===== src/rtl/oh_circ_queue_ctrl.sv =====
// One-hot head/tail controller for circular queues (ROB/LSQ): pointers, live mask, count, grants.
// Optional simulation checks are compiled in with `define CIRC_QUEUE_CHECK_EN.
module oh_circ_queue_ctrl #(
  parameter int N  = 32,
  parameter int CW = $clog2(N + 1)
) (
  input  logic          clock,
  input  logic          reset,
  input  logic          alloc_req,
  output logic          alloc_gnt,
  output logic [N-1:0]  alloc_ptr,
  input  logic          free_req,
  output logic          free_gnt,
  input  logic          squash_en,
  input  logic [N-1:0]  squash_oh,
  output logic [N-1:0]  head_oh,
  output logic [N-1:0]  tail_oh,
  output logic [N-1:0]  valid_mask,
  output logic [CW-1:0] count,
  output logic          full,
  output logic          empty
);

  localparam int IW = $clog2(N);

  function automatic logic [N-1:0] rotl(input logic [N-1:0] v);
    return {v[N-2:0], v[N-1]};
  endfunction

  function automatic logic [IW-1:0] oh2idx(input logic [N-1:0] v);
    logic [IW-1:0] idx;
    idx = '0;
    for (int i = 0; i < N; i++)
      if (v[i]) idx = idx | IW'(i);
    return idx;
  endfunction

  logic [N-1:0]  head_q, tail_q, head_n, tail_n;
  logic [CW-1:0] count_q, count_n, sq_dist;
  logic [IW-1:0] head_idx, tail_idx, sq_idx;

  assign head_oh   = head_q;
  assign tail_oh   = tail_q;
  assign alloc_ptr = tail_q;
  assign count     = count_q;
  assign full      = (count_q == CW'(N));
  assign empty     = (count_q == '0);
  assign alloc_gnt = alloc_req & ~full & ~squash_en;
  assign free_gnt  = free_req & ~empty;

  assign head_idx = oh2idx(head_q);
  assign tail_idx = oh2idx(tail_q);
  assign sq_idx   = oh2idx(squash_oh);

  // Wrapped distance from the current head to the squash point (modulo N).
  always_comb begin
    if (sq_idx >= head_idx) sq_dist = CW'(sq_idx) - CW'(head_idx);
    else                    sq_dist = CW'(sq_idx) + CW'(N) - CW'(head_idx);
  end

  always_comb begin
    head_n  = free_gnt ? rotl(head_q) : head_q;
    tail_n  = tail_q;
    count_n = count_q;
    if (squash_en) begin
      // A same-cycle free removes the head from the surviving range.
      tail_n  = rotl(squash_oh);
      count_n = free_gnt ? sq_dist : sq_dist + CW'(1);
    end else begin
      if (alloc_gnt) tail_n = rotl(tail_q);
      if (alloc_gnt && !free_gnt)      count_n = count_q + CW'(1);
      else if (free_gnt && !alloc_gnt) count_n = count_q - CW'(1);
    end
  end

  // head == tail is ambiguous from pointers alone; count resolves full vs empty.
  always_comb begin
    valid_mask = '0;
    if (full) begin
      valid_mask = '1;
    end else if (!empty) begin
      for (int i = 0; i < N; i++) begin
        if (head_idx < tail_idx)
          valid_mask[i] = (i >= int'(head_idx)) && (i < int'(tail_idx));
        else
          valid_mask[i] = (i >= int'(head_idx)) || (i < int'(tail_idx));
      end
    end
  end

  always_ff @(posedge clock) begin
    if (reset) begin
      head_q  <= {{(N-1){1'b0}}, 1'b1};
      tail_q  <= {{(N-1){1'b0}}, 1'b1};
      count_q <= '0;
    end else begin
      head_q  <= head_n;
      tail_q  <= tail_n;
      count_q <= count_n;
    end
  end

`ifdef CIRC_QUEUE_CHECK_EN
  always @(posedge clock) begin
    if (!reset) begin
      if (squash_en && (!$onehot(squash_oh) || ((squash_oh & valid_mask) == '0)))
        $error("oh_circ_queue_ctrl: squash_oh %h not one-hot or not live", squash_oh);
      if (!$onehot(head_q))
        $error("oh_circ_queue_ctrl: head_oh %h not one-hot", head_q);
      if (!$onehot(tail_q))
        $error("oh_circ_queue_ctrl: tail_oh %h not one-hot", tail_q);
      if ($countones(valid_mask) != int'(count_q))
        $error("oh_circ_queue_ctrl: valid_mask %h disagrees with count %0d", valid_mask, count_q);
    end
  end
`endif

endmodule


===== config.mk =====
export PLATFORM = sky130hd
export DESIGN_NAME = oh_circ_queue_ctrl
export DESIGN_NICKNAME = d
export VERILOG_FILES = /design/src/rtl/oh_circ_queue_ctrl.sv
export SDC_FILE = /design/constraint.sdc
export NUM_CORES = 1
export LEC_CHECK = 0
export CORE_UTILIZATION = 40
export DETAILED_ROUTE_END_ITERATION = 6
export PLACE_DENSITY = 0.74
export SYNTH_ARGS = -nofsm -noshare
export SYNTH_HDL_FRONTEND = slang
export SYNTH_SLANG_ARGS = --single-unit

===== constraint.sdc =====
create_clock -name clock -period 4.4 [get_ports clock]
set_input_delay 1.32 -clock clock [delete_from_list [all_inputs] [get_ports clock]]
set_output_delay 1.32 -clock clock [all_outputs]
set_load 0.1 [all_outputs]

==> summary.md, run 1 <==
Worst setup path
* 11 — depth of the worst register-to-register path
* reg -> out — path type of the worst setup path
* or4_4 — Max stage delay cell, worst path
* 3080 ps — Required @ worst endpoint
* simple AND/OR/NAND/NOR gates — cell family contributing the most delay on the critical path
* 850 ps — register-to-register path setup slack
* 550 ps — Critical Path Max Stage Delay
* output pin — kind of end point of the critical path
* register — Startpoint Class
* head_oh[5] — R2R Path Start
* 10 — CP max FO
* or4_4 -> nor4_4 -> nand3_2 -> ha_4 -> a21oi_2 -> o21ai_2 -> a41oi_2 -> nor2_4 -> buf_4 -> a31oi_1 -> o31ai_2 -> buf_12 — cells traversed along the worst timing path
* count[3] — destination of the worst register-to-register timing path
* 2 — CP bufs+invs
* 3420 ps — CP Data Arrival Time

Clock network
* 60 ps — clock-pin slew on the worst setup and hold paths
* 70 — sink count of the clock tree
* 3 — Max H-tree Level
* clkbuf_16 — clock root buffer master
* 0 — number of buffers inserted for hold repair after clock tree synthesis
* 340 ps — clock network latency to the later pin of the worst-skew pair
* 2 — Max Buffers Root-to-Sink
* 9 — Inserted Clock Buffers
* yes — CTS tree

Synth
* 0.0180 — Synth Area in XOR/XNOR
* simple AND/OR/NAND/NOR gates — combinational family with the most area after synthesis
* 0 — synth warn
* 0.0714 — multiplexer area fraction after synthesis
* 7.07 um^2 — mean cell area of the mapped netlist
* 0 — Post-synth EDFFs
* 0.234 — post-synthesis compound-gate area fraction
* dfxtp_1 — Synth Flop Type
* 0 — share of synthesized flip-flops with an asynchronous set or reset
* 62 — post-synth cell types
* 70 — number of synthesized register bits
* 791 — post-synthesis net count
* 5210 um^2 — cell area after synthesis
* 0.0519 — post-synthesis share of cell area spent on full adders, half adders and majority gates
* 0.269 — register area share after synthesis
* 736 — number of instances in the synthesized netlist
* 0.258 — simple-gate share of the synthesized area

STA
* -340 ps — PnR worst setup slack
* 1.08 — post-route fraction of the period consumed by the critical path
* 5.05 ps — final worst clock skew
* 0 — Final Hold Violating Endpoints
* 32 — final setup fails
* 4740 ps — Final Critical Period
* 1010 ps — Worst-Margin Slew
* 211 MHz — Achievable Freq
* -7790 ps — aggregate negative setup slack
* 0 — number of slew-limit violations in the final report
* 0.326 — normalized max-slew margin
* true — setup repair after global routing missed its margin

Drt
* 6446 — via count
* 18.2 um — DR WL/cell
* 5.79 — Via density
* 536 — initial detailed-routing violation count
* 0 — DRC violations left
* 20200 um — sum of routed wire length over all layers
* 6 — Detailed Routing Iterations Pass 1
* 0 — number of routed nets with antenna violations

Min path
* head_oh[3] — capture endpoint of the worst hold path
* reg -> reg — path type of the worst min-delay path
* head_oh[2] — startpoint of the tightest hold check path
* 2 — hold path cells

Place
* 8220 um^2 — Placed Instance Area
* 15100 um — post-detail-place hpwl
* 0.954 — final weighted congestion in routability-driven placement
* 174 — count of buffers from port buffering
* -289 ps — setup slack at placement

Die
* 116 um — die width
* 175 — total I/O pin count
* 0.411 — effective utilization at floorplan
* 13500 um^2 — area of the die
* 12700 um^2 — Placeable Area
* 116 um — chip height
* 41 — number of core rows

Run
* 0 — number of maximum-capacitance constraint violations

Layout
* 68.6% — area delta synth->final
* 0 — Inserted Diodes
* 991 — final-stage net count
* 8780 um^2 — post-layout instance area
* 0.307 — share of post-route cells with drive strength above 1

Power and ir drop
* 426 uV — worst ir drop on vdd
* 609 nW/um^2 — pwr/cell area
* 0.00352 uW — static leakage

Global routing
* 31100 um — wire length of the first global-routing pass
* 0 — number of antenna violations at the first check in global routing
* 0.297 — Overall Global Routing Usage
* 0 — final global-route overflow total
* 6047 — vias in the first global route
* 80 — pin count of the biggest net entering global routing

Run status
* finished, violations left — status
* negative setup slack — violations in the final reports

[cell usage after synthesis, types with 5 or more instances]
library cell	n	area share
a31oi_1	10	0.012
nand3_1	12	0.012
clkbuf_1	37	0.027
a21oi_1	106	0.10
nand2_1	95	0.068
or4_1	5	0.0072
buf_2	8	0.0077
o21ai_0	40	0.038
ha_1	16	0.038
nor2_1	97	0.070
mux2i_1	36	0.069
buf_4	32	0.046
o22ai_1	5	0.0060
dfxtp_1	70	0.27
nor3_1	11	0.011
a21o_1	5	0.0072
and3_1	5	0.0060
nand4_1	11	0.013
o21ai_1	6	0.0058
nor4_1	30	0.036
o31ai_1	5	0.0072
inv_1	17	0.012
[state kept, by name, summed over array words and instances (netlist names)]
signal     cells
alloc_ptr     32
count          6
head_oh       32
[timing repair]
item	in CTS	in global routing
gates resized for setup	52	5
buffers inserted	4	0
setup endpoints to repair	32	34
pin swaps	6	6
endpoints found under the hold margin	0	0
[layer usage]
layer	routed length, um	vias to the layer above	GRT usage	part of all wire
li1	-	3011	-	-
met5	0	-	0	0
met3	1390	43	0.0455	0.069
met4	408	0	0.109	0.020
met1	8450	3090	0.392	0.42
met2	9960	302	0.490	0.49
[how the worst max path moves through the flow]
stage | slack, ps | startpoint | cells past startpoint | endpoint
floorplan | -1060 | head_oh[5] | 13 | valid_mask[0]
global placement | -240 | squash_oh[3] | 10 | count[3]
detailed placement | -290 | squash_oh[3] | 10 | count[3]
CTS | -320 | head_oh[5] | 12 | valid_mask[3]
global route | -490 | head_oh[5] | 12 | valid_mask[22]
finish | -340 | head_oh[5] | 12 | valid_mask[9]
[placed cells by master (no fill, tap or decap), types with 6 or more instances in the layout]
| cell | count |
|---|---|
| a31oi_1 | 10 |
| o21ai_0 | 16 |
| nand3_1 | 9 |
| dfxtp_2 | 46 |
| dfxtp_4 | 10 |
| nor4_1 | 23 |
| a21oi_1 | 92 |
| nand2_1 | 95 |
| o21ai_2 | 10 |
| clkbuf_16 | 9 |
| inv_1 | 17 |
| nor3_1 | 7 |
| buf_12 | 35 |
| dfxtp_1 | 14 |
| clkdlybuf4s50_1 | 136 |
| o21ai_4 | 14 |
| buf_4 | 93 |
| nor2_1 | 95 |
| a21oi_2 | 12 |
| nand4_1 | 11 |
| o21ai_1 | 6 |
| mux2i_1 | 36 |
| ha_1 | 13 |
[metrics by stage]
| step | utilization | hold WS (ps) | instances | power (uW) |
|---|---|---|---|---|
| after floorplan | - | 618 | 736 | 3300 |
| after global placement | 0.649 | 455 | 1093 | 4480 |
| after detailed placement | 0.649 | 469 | 1093 | 4520 |
| after CTS | 0.690 | 477 | 1113 | 5350 |
| after global routing | 0.693 | 499 | 1113 | 5530 |
| final | 0.693 | 475 | 1113 | 5350 |
[worst min-delay path, stage by stage (launching register included)]
cell and delay (ps):
dfxtp_2 330, nand2_1 50, a21oi_1 50
[logic make-up after synthesis]
kind of cell,after synthesis
and+or+nand+nor,289
AOI/OAI and AO/OA,209
buffers and inverters,101
DFF,70
muxes,37
adders and majority gates,21
xor gates and xnor gates,9
[power breakdown]
group          leakage [uW]  internal [uW]  total, uW  switching (uW)
clock network      0.000154            495        772             277
logic               0.00276           1260       3830            2560
registers          0.000600            675        753            77.4
[cell type report]
type	instances	area, um^2
Multi-Input combinational cell	565	3880
Tap cell	172	215
Timing Repair Buffer	268	2790
Clock inverter	6	86.3
Fill cell	1021	3890
Sequential cell	70	1500
Inverter	22	82.6
Clock buffer	10	229
No activity file was read; power rests on OpenSTA's default activity.
==> inputs of run 2 (changes only) <==
--- a/config.mk
+++ b/config.mk
@@ -5,6 +5,7 @@
 export SDC_FILE = /design/constraint.sdc
 export NUM_CORES = 1
 export LEC_CHECK = 0
+export ABC_CLOCK_PERIOD_IN_PS = 4400
 export CORE_UTILIZATION = 40
 export DETAILED_ROUTE_END_ITERATION = 6
 export PLACE_DENSITY = 0.74
==> results of run 2 <==
Same layout as run 1: the final DEF is identical, and so are final timing and power.
